### config.mk
export PLATFORM = sky130hd
export DESIGN_NAME = mul_ctrl
export DESIGN_NICKNAME = d
export VERILOG_FILES = /design/src/rtl/mul_pkg.sv /design/src/rtl/mul_prod_cache.sv /design/src/rtl/mul_ctrl.sv
export SDC_FILE = /design/constraint.sdc
export NUM_CORES = 1
export LEC_CHECK = 0
export ABC_CLOCK_PERIOD_IN_PS = 3260
export CAP_MARGIN = 20
export CORE_AREA = 2 2 246 248
export DETAILED_ROUTE_END_ITERATION = 10
export DIE_AREA = 0 0 248 250
export DONT_BUFFER_PORTS = 1
export SLEW_MARGIN = 5
export SYNTH_ARGS = -nofsm -noshare
export SYNTH_HDL_FRONTEND = slang
export SYNTH_SLANG_ARGS = --single-unit
export TNS_END_PERCENT = 30
### constraint.sdc
create_clock -name clock -period 3.26 [get_ports clock]
set_input_delay 0.652 -clock clock [delete_from_list [all_inputs] [get_ports clock]]
set_output_delay 0.652 -clock clock [all_outputs]
set_load 0.03 [all_outputs]
### src/rtl/mul_pkg.sv
// Shared encodings for the multiplier request controller: op codes, signedness
// codes, controller states, timeout length and result-selection helpers.
package mul_pkg;

    typedef enum logic [1:0] {
        OP_MUL    = 2'b00,
        OP_MULH   = 2'b01,
        OP_MULHSU = 2'b10,
        OP_MULHU  = 2'b11
    } mul_op_e;

    // mul_signed codes: bit 1 = multiplicand signed, bit 0 = multiplier signed
    localparam logic [1:0] SIGN_SS = 2'b11;
    localparam logic [1:0] SIGN_SU = 2'b10;
    localparam logic [1:0] SIGN_UU = 2'b00;

    typedef enum logic [2:0] {
        ST_IDLE  = 3'd0,
        ST_ISSUE = 3'd1,
        ST_WAIT  = 3'd2,
        ST_DONE  = 3'd3,
        ST_DRAIN = 3'd4
    } mul_state_e;

    localparam int unsigned TIMEOUT_CYCLES = 96;
    localparam int unsigned CNT_W          = 7;

    function automatic logic [1:0] op_to_signed(input logic [1:0] op);
        logic [1:0] s;
        case (op)
            OP_MULHSU: s = SIGN_SU;
            OP_MULHU:  s = SIGN_UU;
            default:   s = SIGN_SS;
        endcase
        return s;
    endfunction

    function automatic logic [63:0] select_result(input logic [1:0]   op,
                                                  input logic         word,
                                                  input logic [127:0] prod);
        logic [63:0] r;
        if (word)
            r = {{32{prod[31]}}, prod[31:0]};
        else if (op == OP_MUL)
            r = prod[63:0];
        else
            r = prod[127:64];
        return r;
    endfunction

endpackage

### src/rtl/mul_prod_cache.sv
// One-entry cache of the last full-width product, keyed by operands and
// signedness, so a repeated request can skip the multiplier.
module mul_prod_cache
    import mul_pkg::*;
(
    input  logic         clock,
    input  logic         reset,
    input  logic [63:0]  lookup_src1,
    input  logic [63:0]  lookup_src2,
    input  logic [1:0]   lookup_signed,
    input  logic         lookup_any_sign,
    input  logic         lookup_word,
    output logic         hit,
    output logic [127:0] hit_product,
    input  logic         wr_en,
    input  logic [63:0]  wr_src1,
    input  logic [63:0]  wr_src2,
    input  logic [1:0]   wr_signed,
    input  logic [127:0] wr_product,
    input  logic         invalidate
);

    logic         valid;
    logic [63:0]  c_src1;
    logic [63:0]  c_src2;
    logic [1:0]   c_signed;
    logic [127:0] c_product;

    always_ff @(posedge clock) begin
        if (reset) begin
            valid     <= 1'b0;
            c_src1    <= '0;
            c_src2    <= '0;
            c_signed  <= '0;
            c_product <= '0;
        end else if (invalidate) begin
            valid <= 1'b0;
        end else if (wr_en) begin
            valid     <= 1'b1;
            c_src1    <= wr_src1;
            c_src2    <= wr_src2;
            c_signed  <= wr_signed;
            c_product <= wr_product;
        end
    end

    // The low half of a product is the same for any signedness, so MUL hits
    // regardless of how the cached entry was computed.
    always_comb begin
        hit = valid & ~lookup_word
            & (lookup_src1 == c_src1) & (lookup_src2 == c_src2)
            & (lookup_any_sign | (lookup_signed == c_signed));
        hit_product = c_product;
    end

endmodule

### src/rtl/mul_ctrl.sv
// Request controller for an external 64x64 multiplier: issues operations,
// selects the result half, caches the last product and times out stalls.
module mul_ctrl
    import mul_pkg::*;
(
    input  logic        clock,
    input  logic        reset,
    input  logic        req_valid,
    output logic        req_ready,
    input  logic [1:0]  req_op,
    input  logic        req_word,
    input  logic [63:0] req_src1,
    input  logic [63:0] req_src2,
    input  logic        flush,
    output logic        resp_valid,
    input  logic        resp_ready,
    output logic [63:0] resp_data,
    output logic        err,
    output logic        mul_in_valid,
    output logic        mul_flush,
    output logic        mul_mulw,
    output logic [1:0]  mul_signed,
    output logic [63:0] mul_multiplicand,
    output logic [63:0] mul_multiplier,
    input  logic        mul_out_ready,
    input  logic        mul_out_valid,
    input  logic [63:0] mul_result_hi,
    input  logic [63:0] mul_result_lo
);

    localparam logic [CNT_W-1:0] CNT_LAST = CNT_W'(TIMEOUT_CYCLES - 1);

    mul_state_e       state;
    logic [1:0]       lat_op;
    logic             lat_word;
    logic [63:0]      lat_src1;
    logic [63:0]      lat_src2;
    logic [CNT_W-1:0] cnt;

    logic             accept;
    logic             req_eff_word;
    logic             timed_out;
    logic             cache_hit;
    logic [127:0]     cache_product;
    logic             cache_wr;
    logic             cache_inval;
    logic [127:0]     mul_product;

    always_comb begin
        req_ready        = (state == ST_IDLE) & ~flush;
        accept           = req_valid & req_ready;
        req_eff_word     = req_word & (req_op == OP_MUL);
        mul_in_valid     = (state == ST_ISSUE) & mul_out_ready & ~flush;
        mul_flush        = flush;
        mul_mulw         = lat_word;
        mul_signed       = op_to_signed(lat_op);
        mul_multiplicand = lat_src1;
        mul_multiplier   = lat_src2;
        mul_product      = {mul_result_hi, mul_result_lo};
        timed_out        = (cnt == CNT_LAST);
    end

    // Cache side effects mirror the WAIT/DRAIN priorities in the FSM below:
    // flush beats a result, a result beats the timeout.
    always_comb begin
        cache_wr    = 1'b0;
        cache_inval = 1'b0;
        case (state)
            ST_WAIT: begin
                cache_wr    = ~flush & mul_out_valid & ~lat_word;
                cache_inval = ~flush & ~mul_out_valid & timed_out;
            end
            ST_DRAIN: cache_inval = ~mul_out_valid & timed_out;
            default: ;
        endcase
    end

    mul_prod_cache u_cache (
        .clock           (clock),
        .reset           (reset),
        .lookup_src1     (req_src1),
        .lookup_src2     (req_src2),
        .lookup_signed   (op_to_signed(req_op)),
        .lookup_any_sign (req_op == OP_MUL),
        .lookup_word     (req_eff_word),
        .hit             (cache_hit),
        .hit_product     (cache_product),
        .wr_en           (cache_wr),
        .wr_src1         (lat_src1),
        .wr_src2         (lat_src2),
        .wr_signed       (mul_signed),
        .wr_product      (mul_product),
        .invalidate      (cache_inval)
    );

    always_ff @(posedge clock) begin
        if (reset) begin
            state      <= ST_IDLE;
            lat_op     <= '0;
            lat_word   <= 1'b0;
            lat_src1   <= '0;
            lat_src2   <= '0;
            cnt        <= '0;
            resp_valid <= 1'b0;
            resp_data  <= '0;
            err        <= 1'b0;
        end else begin
            err <= 1'b0;
            case (state)
                ST_IDLE: begin
                    if (accept) begin
                        lat_op   <= req_op;
                        lat_word <= req_eff_word;
                        lat_src1 <= req_src1;
                        lat_src2 <= req_src2;
                        if (cache_hit) begin
                            resp_data  <= select_result(req_op, req_eff_word, cache_product);
                            resp_valid <= 1'b1;
                            state      <= ST_DONE;
                        end else begin
                            state <= ST_ISSUE;
                        end
                    end
                end
                ST_ISSUE: begin
                    if (flush) begin
                        state <= ST_IDLE;
                    end else if (mul_out_ready) begin
                        cnt   <= '0;
                        state <= ST_WAIT;
                    end
                end
                ST_WAIT: begin
                    if (flush) begin
                        cnt   <= '0;
                        state <= ST_DRAIN;
                    end else if (mul_out_valid) begin
                        resp_data  <= select_result(lat_op, lat_word, mul_product);
                        resp_valid <= 1'b1;
                        state      <= ST_DONE;
                    end else if (timed_out) begin
                        err   <= 1'b1;
                        state <= ST_IDLE;
                    end else begin
                        cnt <= cnt + 1'b1;
                    end
                end
                ST_DONE: begin
                    if (flush || resp_ready) begin
                        resp_valid <= 1'b0;
                        state      <= ST_IDLE;
                    end
                end
                ST_DRAIN: begin
                    if (mul_out_valid) begin
                        state <= ST_IDLE;
                    end else if (timed_out) begin
                        err   <= 1'b1;
                        state <= ST_IDLE;
                    end else begin
                        cnt <= cnt + 1'b1;
                    end
                end
                default: state <= ST_IDLE;
            endcase
        end
    end

endmodule

==> out/qor.txt <==
Path depth of the worst reg2reg path = 10
Worst-margin pin slew = 2.02 ns
Crit Path Category = reg -> reg
Outcome = complete, but fails checks
WP data arrival = 3.41 ns
Min-delay src = reset
GPL Wtd Cong = 0.866
Post-synthesis sequential area ratio = 45.4%
R2R Path End = resp_data[14]
Die area = 62,000 um^2
Tcrit/Tclk final = 90.4%
Setup tns final = 0 ns
Seq cells post-synth = 466
Power per standard cell area = 547 nW/um^2
Total gr overflow = 0
Row Count = 90
Crit path top cell by count = buf_12
Netlist cell types = 48
Synth async-reset ratio = 0%
EDFF count, synth = 0
Routed vias/inst = 5.29
Top delay family on crit path = simple AND/OR/NAND/NOR gates
Worst r2r src = u_cache.c_src1[4]
DRC Markers = 0
Chip height = 250 um
Vias in the first global route = 17,257
Cell taking the most area after synthesis = dfxtp_1
Core Box Area = 59,600 um^2
Clk_skew = 0.0275 ns
Hold-fix buffers, CTS = 0
Setup slack, reg-to-reg = 0.31 ns
Failing checks = slew limit
Clock Tree Buf Depth = 3
Clk_lat worst skew = 0.60 ns
Clock sinks = 466
Gr usage total = 22.9%
WL final = 74,000 um
Max frequency = 340 MHz
P&R area growth vs syn = 12.4%
ANT nets after route = 0
Die X = 248 um
Pre-antenna DRT Iters = 8
Place WS = 0.0210 ns
CP Cell Sequence = xnor2_1 -> nand2_1 -> a2111oi_0 -> nand4_1 -> nor4_2 -> buf_4 -> a22oi_2 -> buf_12 -> buf_12 -> mux2i_1
Buffers on Ports = 0
Worst hold-check slack = 0.140 ns
Yosys warns = 0
Initial Util = 34.5%
Worst setup SP type = register
Max H-tree Level = 2
Max IR drop VDD = 0.000354 V
Min-Delay Endpoint = u_cache.hit_product[118]
Ports = 466
Most frequent cell after synthesis = nand2_1
Setup Buffers After CTS = 0
Crit. End Element = register
Max Cap Viol = 0
Largest net degree at the start of global routing = 527
P_leak = 8.08 nW
WL/cell = 21.7 um
Number of buffers and inverters on the critical path = 3
Setup-failing EPs final = 0
Ys flop type = dfxtp_1
Critical path's slowest cell = nor4_2
CP Max Fanout = 39
Share of post-route cells with drive strength above 1 = 7.38%
Syn Std Cell Area = 20,600 um^2
Initial DRC Count = 1,296
Post_cts resized = 0
Nets = 2,853
HP Class = in -> reg
DR vias = 18,046
WP data required = 3.73 ns
Share of the synthesized area in the top cell type = 45.4%
Synth area leaders = dfxtp_1 (45%), nand2_1 (16%), a21oi_1 (11%)
Initial antenna violation count = 3
RSZ-0062 raised after global routing = no
DPL Wire Length = 51,800 um
CTS tree = built
Final Critical Period = 2.95 ns
Relative slew slack = -34.9%
Final setup margin = 0.315 ns
Hold Path Depth = 1
Post-synth top cells = nand2_1 (853), dfxtp_1 (466), a21oi_1 (458)
Root Driver = clkbuf_16
Net Count, Synth = 2,937
Final hold vios = 0
First-pass GRT wire length = 109,000 um
Max-slew violation count = 241
Cts bufs inserted = 53
Average size of a mapped cell = 7.70 um^2
Syn Inst Count = 2,670
Reg clk slew, reported paths = 0.06 ns
Slowest stage delay, CP = 0.49 ns
## cell usage in the layout (no fill, tap or decap), types with 12 or more instances in the layout
master and instances:
nand2_1 851, buf_4 49, mux2_4 17, xnor2_1 67, mux2_2 15, a211o_1 32, mux2i_1 67, a21oi_1 458
nor2_1 82, o2111ai_1 12, nor2b_1 102, nand2b_1 98, inv_1 32, clkbuf_16 55, nand4_1 20, clkinv_2 15
a211oi_1 33, o22ai_1 36, dfxtp_1 465
## cell families after synthesis
logic type | after synthesis | synth area share, %
adders and majority gates | 1 | 0.0608
buffers and inverters | 231 | 4.37
DFF | 466 | 45.4
muxes | 99 | 5.32
and+or+nand+nor | 1191 | 24.8
AOI/OAI and AO/OA | 607 | 16.9
xor gates and xnor gates | 75 | 3.19
## sequential cells by signal, summed over array words and instances (netlist names)
signal / cells
state: 3
u_cache.c_signed: 2
u_cache.c_src2: 64
cnt: 7
lat_op: 2
u_cache.hit_product: 128
u_cache.c_src1: 64
mul_multiplicand: 64
resp_data: 64
err: 1
resp_valid: 1
mul_mulw: 1
mul_multiplier: 64
u_cache.valid: 1
## how the worst max path moves through the flow
stage | cells past startpoint | slack (ns) | start | endpoint
after floorplan | 9 | 0.62 | req_src1[19] | resp_data[35]
after global placement | 9 | 0.004 | req_src1[4] | resp_data[45]
after detailed placement | 9 | 0.02 | req_src1[4] | resp_data[48]
after CTS | 10 | 0.32 | u_cache.c_src1[4] | resp_data[25]
after global routing | 10 | 0.18 | u_cache.c_src1[15] | resp_data[25]
final | 10 | 0.31 | u_cache.c_src1[4] | resp_data[14]
## layout make-up
type | count | area, um^2
Antenna cell | 1 | 2.50
Clock inverter | 22 | 155
Clock buffer | 75 | 1550
Sequential cell | 466 | 9330
Tap cell | 782 | 978
Timing Repair Buffer | 60 | 588
Fill cell | 6048 | 36500
Inverter | 32 | 120
Multi-Input combinational cell | 1973 | 10400
## layer usage
| metal | GRT usage [%] | vias up | part of all wire [%] |
|---|---|---|---|
| met2 | 38.8 | 650 | 48 |
| li1 | - | 8717 | - |
| met3 | 9.04 | 125 | 11 |
| met5 | 0 | - | 0.016 |
| met1 | 25.4 | 8552 | 37 |
| met4 | 9.31 | 2 | 4.1 |
## per-stage QoR
step / cell area, um^2 / power (mW) / util [%] / cells
finish: 23100 / 12.6 / 38.8 / 3411
global route: 23100 / 13.1 / 38.8 / 3410
CTS: 23100 / 12.8 / 38.8 / 3410
detailed placement: 21400 / 6.89 / 35.9 / 3313
global placement: 21400 / 6.87 / 35.9 / 3313
floorplan: 20600 / 6.71 / - / 2670
## power breakdown
group,leakage (nW),switching [mW],total [mW],internal (mW)
logic,3.46,0.415,0.697,0.282
clock network,0.852,2.49,5.88,3.39
registers,3.77,0.273,6.06,5.79
total,8.08,3.18,12.6,9.46
(Power assumes the default switching activity.)
